## src/rtl/word_packer_if.sv

```systemverilog
// Byte-in / word-out handshake bundle for word_packer.
// master drives bytes, flush and out_ready; slave is the packer itself.
interface word_packer_if;
   logic [7:0]  in_data;
   logic        in_valid;
   logic        in_ready;
   logic        flush;
   logic [31:0] out_data;
   logic [2:0]  out_bytes;
   logic        out_valid;
   logic        out_ready;

   modport master (
      output in_data, in_valid, flush, out_ready,
      input  in_ready, out_data, out_bytes, out_valid
   );

   modport slave (
      input  in_data, in_valid, flush, out_ready,
      output in_ready, out_data, out_bytes, out_valid
   );
endinterface

```

## src/rtl/word_packer.sv

```systemverilog
// Packs a byte stream big-endian into 32-bit words; flush emits a padded
// partial word with its byte count. The byte count doubles as the FSM state.
module word_packer #(
   parameter logic [7:0] PAD_BYTE = 8'h00
) (
   input logic          clk,
   input logic          reset,
   word_packer_if.slave bus
);

   typedef enum logic [1:0] {EMPTY, B1, B2, B3} cnt_e;

   cnt_e        cnt, cnt_next;
   logic [23:0] acc, acc_next;
   logic        flush_pend, flush_pend_next;
   logic [31:0] out_data, out_data_next;
   logic [2:0]  out_bytes, out_bytes_next;
   logic        out_valid, out_valid_next;

   logic        slot_free;
   logic        in_ready;
   logic        accept;
   logic [2:0]  k;
   logic [23:0] acc_ins;
   logic        emit;
   logic [31:0] word;
   logic [2:0]  word_bytes;

   // Keep the first n lanes of raw, replace the rest with PAD_BYTE.
   function automatic logic [31:0] pad_word(input logic [31:0] raw, input logic [2:0] n);
      logic [31:0] w;
      w = '0;
      for (int i = 0; i < 4; i++)
         w[31-8*i -: 8] = (3'(i) < n) ? raw[31-8*i -: 8] : PAD_BYTE;
      return w;
   endfunction

   always_comb begin
      // NOTE: every variable gets a default before any branch, so no path leaves it unassigned and no latch is inferred.
      slot_free       = !out_valid || bus.out_ready;
      in_ready        = !flush_pend && (cnt != B3 || slot_free);
      accept          = bus.in_valid && in_ready;
      k               = {1'b0, cnt} + {2'b00, accept};
      acc_ins         = acc;
      cnt_next        = cnt;
      acc_next        = acc;
      flush_pend_next = flush_pend;
      out_data_next   = out_data;
      out_bytes_next  = out_bytes;
      out_valid_next  = out_valid && !bus.out_ready;
      emit            = 1'b0;
      word            = '0;
      word_bytes      = k;

      if (accept) begin
         case (cnt)
            EMPTY:   acc_ins[23:16] = bus.in_data;
            B1:      acc_ins[15:8]  = bus.in_data;
            B2:      acc_ins[7:0]   = bus.in_data;
            default: ;
         endcase
      end

      if (flush_pend) begin
         // in_ready is low here, so no byte arrives and any new flush is absorbed.
         if (slot_free) begin
            emit            = 1'b1;
            word            = pad_word({acc, PAD_BYTE}, {1'b0, cnt});
            word_bytes      = {1'b0, cnt};
            cnt_next        = EMPTY;
            flush_pend_next = 1'b0;
         end
      end else if (accept && cnt == B3) begin
         emit       = 1'b1;
         word       = {acc, bus.in_data};
         word_bytes = 3'd4;
         cnt_next   = EMPTY;
      end else if (bus.flush && k != 3'd0) begin
         if (slot_free) begin
            emit     = 1'b1;
            word     = pad_word({acc_ins, PAD_BYTE}, k);
            cnt_next = EMPTY;
         end else begin
            acc_next        = acc_ins;
            cnt_next        = cnt_e'(k[1:0]);
            flush_pend_next = 1'b1;
         end
      end else if (accept) begin
         acc_next = acc_ins;
         cnt_next = cnt_e'(k[1:0]);
      end

      if (emit) begin
         out_data_next  = word;
         out_bytes_next = word_bytes;
         out_valid_next = 1'b1;
      end
   end

   always_ff @(posedge clk) begin
      // NOTE: non-blocking assignments make every register update from pre-edge values, independent of statement order.
      if (reset) begin
         cnt        <= EMPTY;
         acc        <= '0;
         flush_pend <= 1'b0;
         out_data   <= '0;
         out_bytes  <= '0;
         out_valid  <= 1'b0;
      end else begin
         cnt        <= cnt_next;
         acc        <= acc_next;
         flush_pend <= flush_pend_next;
         out_data   <= out_data_next;
         out_bytes  <= out_bytes_next;
         out_valid  <= out_valid_next;
      end
   end

   assign bus.in_ready  = in_ready;
   assign bus.out_data  = out_data;
   assign bus.out_bytes = out_bytes;
   assign bus.out_valid = out_valid;

endmodule
```

## src/flat_wrapper.sv

```systemverilog
// flat-port wrapper written by rule: the top's interface ports become plain ports
module word_packer_flat 
#(
   parameter logic [7:0] PAD_BYTE = 8'h00
)
  (clk, reset, bus_in_data, bus_in_valid, bus_flush, bus_out_ready, bus_in_ready, bus_out_data, bus_out_bytes, bus_out_valid);
  word_packer_if bus_i ();
  input logic clk;
  input logic reset;
  input wire logic [$bits(bus_i.in_data)-1:0] bus_in_data;
  input wire logic [$bits(bus_i.in_valid)-1:0] bus_in_valid;
  input wire logic [$bits(bus_i.flush)-1:0] bus_flush;
  input wire logic [$bits(bus_i.out_ready)-1:0] bus_out_ready;
  output wire logic [$bits(bus_i.in_ready)-1:0] bus_in_ready;
  output wire logic [$bits(bus_i.out_data)-1:0] bus_out_data;
  output wire logic [$bits(bus_i.out_bytes)-1:0] bus_out_bytes;
  output wire logic [$bits(bus_i.out_valid)-1:0] bus_out_valid;
  assign bus_i.in_data = bus_in_data;
  assign bus_i.in_valid = bus_in_valid;
  assign bus_i.flush = bus_flush;
  assign bus_i.out_ready = bus_out_ready;
  assign bus_in_ready = bus_i.in_ready;
  assign bus_out_data = bus_i.out_data;
  assign bus_out_bytes = bus_i.out_bytes;
  assign bus_out_valid = bus_i.out_valid;
  word_packer #(.PAD_BYTE(PAD_BYTE)) u_core (.clk(clk), .reset(reset), .bus(bus_i));
endmodule
```

## config.mk

```make
export PLATFORM = sky130hd
export DESIGN_NAME = word_packer_flat
export DESIGN_NICKNAME = d
export VERILOG_FILES = /design/src/rtl/word_packer_if.sv /design/src/rtl/word_packer.sv /design/src/flat_wrapper.sv
export SDC_FILE = /design/constraint.sdc
export NUM_CORES = 1
export LEC_CHECK = 0
export CELL_PAD_IN_SITES_DETAIL_PLACEMENT = 0
export CELL_PAD_IN_SITES_GLOBAL_PLACEMENT = 2
export CORE_ASPECT_RATIO = 1.25
export CORE_MARGIN = 8
export CORE_UTILIZATION = 29
export DETAILED_ROUTE_END_ITERATION = 16
export PLACE_DENSITY_LB_ADDON = 0.1
export SLEW_MARGIN = 10
export SYNTH_ARGS = -nofsm -noshare
export SYNTH_HDL_FRONTEND = slang
export SYNTH_SLANG_ARGS = --single-unit
```

## constraint.sdc

```tcl
create_clock -name clk -period 3 [get_ports clk]
set_clock_uncertainty 0.05 [all_clocks]
set_input_delay 0.75 -clock clk [delete_from_list [all_inputs] [get_ports clk]]
set_output_delay 0.75 -clock clk [all_outputs]
set_load 0.05 [all_outputs]
```

# Yosys cells after proc, flatten, opt, wreduce, memory -nomap -nowiden

Index checks and enable logic that the tools add are counted.
Widths: inputs -> output; s select.

Input port bits: 13
Flip-flop bits (word level): 63
Word-level logic and storage cells: 73
Output and inout port bits: 37

$add $sub $neg: 1
Bitwise gates (word level): 2
Reductions and logical operators: 16
$lt $le $gt $ge: 6
Equal/unequal tests: 6
Multiplexer cells: 36

Operators by type and width:

| kind               | count |
|---|---|
| $mux 32            | 5 |
| $mux 24            | 4 |
| $mux 8             | 9 |
| $mux 2             | 6 |
| $mux 1             | 9 |
| $mux 3             | 3 |
| $lt 1x3->1 const A | 2 |
| $ne 2x2->1 const B | 3 |
| $logic_and 1x1->1  | 5 |
| $eq 2x2->1 const B | 2 |
| $lt 1x2->1 const A | 2 |
| $reduce_and 4->1   | 1 |
| $reduce_bool 4->1  | 1 |
| $add 2x1->3        | 1 |
| $logic_not 1->1    | 3 |
| $lt 2x3->1 const A | 1 |
| $reduce_bool 3->1  | 1 |
| $eq 2x1->1 const B | 1 |
| $logic_not 2->1    | 1 |
| $logic_or 1x1->1   | 2 |
| $lt 2x2->1 const A | 1 |
| $not 1->1          | 2 |
| $reduce_and 2->1   | 1 |
| $reduce_bool 2->1  | 1 |

# Depth between registers and ports, before layout

Depth in word-level cells: 12
Gate-level depth with buffers: 12
Depth with buffers taken out: 9

# Worst setup path after synthesis

Ideal clock, no wire load.

Kind: input -> register
Start: input bus_in_valid
End: register u_core.acc[16]
Path buffers: 2
Setup time: 0.078 ns
Stages on the path: 11
Setup slack: 0.043 ns
Arrival: 2.830 ns
Data required time: 2.872 ns
Path through: buf_2 > nand2b_1 > nor2_1 > ha_1 > inv_1 > ha_1 > o31ai_4 > buf_6 > mux2i_1 > nor3_1 > nor3_1

Longest elaborated chain between the ends: 6
Elaborated cells between the ends (all ways): 13
Classes of those cells: add/sub: 1; eq/ne: 1; mux: 4; bitwise: 1; reduce/logical: 6

RTL lines:

| what                                                             | line               | text |
|---|---|---|
| start, declared                                                  | flat_wrapper.sv:11 | `input wire logic [$bits(bus_i.in_valid)-1:0] bus_in_valid;` |
| $logic_and 1x1->1 *                                              | word_packer.sv:42  | `accept = bus.in_valid && in_ready;` |
| $add 2x1->3                                                      | word_packer.sv:43  | `k = {1'b0, cnt} + {2'b00, accept};` |
| $reduce_bool 3->1                                                | word_packer.sv:78  | `end else if (bus.flush && k != 3'd0) begin` |
| $logic_and 1x1->1                                                | word_packer.sv:78  |  |
| $ne 2x2->1 (no line) / $reduce_bool 2->1 (equally long branches) | --                 |  |
| $reduce_and 4->1 (no line)                                       | --                 |  |
| end signal, assigned                                             | word_packer.sv:111 | `acc <= acc_next;` |
| end, declared                                                    | word_packer.sv:14  | `logic [23:0] acc, acc_next;` |

Mark *: on every way between the ends. The rest lies on a longest branch, timed or not. The select of a mux whose other input is x is not followed.
A chain may end at the register's enable or synchronous reset.

# Worst setup path after layout

Start: input bus_in_valid
End: register u_core.out_data[22] (netlist: u_core.bus.out_data[22])

Longest elaborated chain between the ends: 8
Elaborated cells between the ends (all ways): 15
Classes of those cells: add/sub: 1; order compare: 1; mux: 9; reduce/logical: 4

RTL lines:

| what                 | line               | text |
|---|---|---|
| $logic_and 1x1->1 *  | word_packer.sv:42  |  |
| $add 2x1->3          | word_packer.sv:43  |  |
| $lt 1x3->1           | word_packer.sv:34  | `w[31-8*i -: 8] = (3'(i) < n) ? raw[31-8*i -: 8] : PAD_BYTE;` |
| $mux 8               | word_packer.sv:34  |  |
| $mux 32              | word_packer.sv:79  | `if (slot_free) begin` |
| $mux 32              | word_packer.sv:78  |  |
| $mux 32              | word_packer.sv:73  | `end else if (accept && cnt == B3) begin` |
| $mux 32              | word_packer.sv:64  | `if (flush_pend) begin` |
| end signal, assigned | word_packer.sv:113 | `out_data <= out_data_next;` |
| end, declared        | word_packer.sv:16  | `logic [31:0] out_data, out_data_next;` |

Mark *: on every way between the ends. The rest lies on a longest branch, timed or not.

==> impl_metrics.yaml <==
status:
  outcome: "finished, final reports clean"
setup_path:
  startpoint_type: "input pin"
  worstReg2RegStart: "u_core.bus.out_valid"
  cp.buffers_inverters: 5
  path_common_cell: "nor2_1"
  cp_cell_sequence: "clkdlybuf4s50_1 > nand2b_1 > nor2_1 > ha_1 > inv_1 > ha_4 > buf_4 > o31a_1 > o21ai_4 > buf_12 > clkbuf_16 > a221oi_2 > nor2_1"
  worstSetupPathType: "in2reg"
  critical_path.max_stage_delay_ps: 490
  critPathArrivalTime_ps: 3000
  cp-end-kind: "flip-flop"
  r2r_slack_ps: 590
  worstPathMaxFanout: 6
  cp_slowest_cell: "clkdlybuf4s50_1"
  crit_start: "bus_in_valid"
  required_ps: 3170
  path_delay_family: "buffers and inverters"
routing:
  drtIter0Drc: 117
  post-route-drc-count: 0
  dr.pass1.iters: 4
  via_count: 2787
  drt-total-wl_um: 10400
  via_per_inst: 5.14
  post_drt_wl_per_cell_um: 19.2
  antenna_left: 0
finish:
  layoutNonFillerInstCount: 542
  diodes: 0
  finish.utilization: 0.425
  final_nets: 421
  drive_gt1_frac: 0.256
  fillers: 1046
  multiInputGateArea_um2: 1810
  area_growth_pct: 45.1
  seq_area_um2: 1260
power_and_ir_drop:
  power_density_nw_per_um2: 565
  peakVddDrop_uv: 276
  p_leak_nw: 1.80
synthesis:
  yosysWarnings: 0
  ys.flop_type: "dfxtp_1"
  ys_seq_area_frac: 0.412
  synth.most_common_cell: "dfxtp_1"
  synth_edf_count: 0
  yosysUniqueCellTypes: 45
  synth_top_cell_area_share: 0.412
  syn_area_per_cell_um2: 9.34
  synth-seq-cells: 63
  synth_area_leaders: "dfxtp_1, mux2i_1, mux2_2, nor2_1, o21ai_0"
  syn_inst: 328
  synth_fp_nets: 344
  yosys.area.top_type: "dfxtp_1"
  ys_top_cells_by_count: "dfxtp_1, nor2_1, o21ai_0, mux2i_1, a21oi_1"
  ys_async_sr_fraction: 0
  netlist_area_um2: 3060
sta:
  rsz0062_at_grt: "false"
  hold_violations: 0
  max_freq_mhz: 354
  finalCritPeriodShare: 0.943
  tightestPinTransition_ps: 1060
  fin_crit_ps: 2830
  setup-violations-final: 0
  report.final.slew_viol_count: 0
  relSlewSlack: 0.291
floorplan:
  die_area_um2: 14100
  ios: 50
  initial_core_util: 0.293
  rows: 42
  fp.dieW_um: 108
  coreArea_um2: 10500
  die_y_um: 131
cts:
  cts_max_path_buffers: 2
  clock_sinks: 63
  clk_pin_slew_ps: 50
  cts_tree: "done"
  h-tree-depth: 3
  cts_root_buffer: "clkbuf_16"
  clk_latency_ps: 340
  cts_buffers: 9
place:
  gp_congestion: 0.750
  io_buffers: 49
  dp_cells: 520
  dp_hpwl_um: 6710
grt:
  grt_max_degree: 27
  gr-total-overflow: 0
  grt_use_total: 0.150
  grt_first_pass_wirelength_um: 16000
  antenna_found_initial: 0
  grt_pass1_vias: 2876
run:
  maxCapViolCount: 0
min_path:
  holdCritStartpoint: "u_core.bus.out_data[12]"
  hold_path.class: "reg2reg"
## area by class of cell
| type | count | share of cell area |
|---|---|---|
| multi-input combinational | 238 | 0.408 |
| sequential | 63 | 0.284 |
| timing repair buffer | 88 | 0.203 |
| clock buffer | 12 | 0.0577 |
| tap | 132 | 0.0372 |
| clock inverter | 4 | 0.00647 |
| inverter | 5 | 0.00422 |
## stage by stage
| stage | TNS, ps | power [W] | worst slack, ps | instance area [um^2] | hold WS (ps) |
|---|---|---|---|---|---|
| 2_1_floorplan | 0 | 0.00125 | 42.6 | 3060 | 430 |
| 6_report | 0 | 0.00251 | 171 | 4450 | 424 |
| 3_5_place_dp | -19490 | 0.00146 | -414 | 3900 | 418 |
| 4_1_cts | -46.7 | 0.00248 | -14.0 | 4250 | 432 |
| 5_1_grt | 0 | 0.00262 | 40.6 | 4450 | 450 |
| 3_3_place_gp | -18060 | 0.00146 | -381 | 3900 | 414 |
## registers in the layout, indices dropped and copies added, names as in the netlist
signal	count
u_core.flush_pend	1
u_core.acc	24
u_core.bus.out_bytes	3
u_core.bus.out_valid	1
u_core.cnt	2
u_core.bus.out_data	32
## routing by layer
metal	vias to the layer above	wire length (um)	track usage
met4	0	161	0.0638
li1	1381	-	-
met3	13	434	0.0393
met5	-	0	0
met1	1329	4540	0.173
met2	64	5280	0.256
## power by group
group          switching [W]  internal (W)  leakage, nW
logic               0.000349      0.000244         1.16
registers          0.0000303      0.000886        0.513
clock network       0.000397      0.000606        0.135
## worst paths after layout
kind,cells after the start,end
worst max-delay path,13,u_core.bus.out_data[22]
worst min-delay path,1,u_core.bus.out_data[12]
worst max register to register,12,u_core.bus.out_data[16]
worst min register to register,1,u_core.bus.out_data[12]
## cells by family after synthesis
kind of cell / synth area share
muxes: 0.144
buffers and inverters: 0.0445
and+or+nand+nor: 0.144
DFF: 0.412
adders and majority gates: 0.0123
AOI/OAI and AO/OA: 0.243
## cell usage in the layout, fill, tap and decap left out, drive strengths merged, types with 2 or more instances in the layout
cell type / n
dfxtp: 63
clkdlybuf4s50: 47
nor2: 45
buf: 38
o21ai: 33
mux2i: 25
a21oi: 22
nor3: 19
mux2: 17
a221oi: 16
nand2: 14
clkbuf: 14
a22o: 8
a22oi: 8
inv: 5
a211oi: 3
o31ai: 3
ha: 3
nand2b: 2
a31oi: 2
a211o: 2
clkinvlp: 2
clkinv: 2
## timing repair
action,4_1_cts,5_1_grt
hold buffers,0,0
pin swaps,1,4
buffers inserted,0,3
gates resized for setup,10,18
cloned,0,3
setup endpoints to repair,24,58
Power figures use the tool's default switching activity.
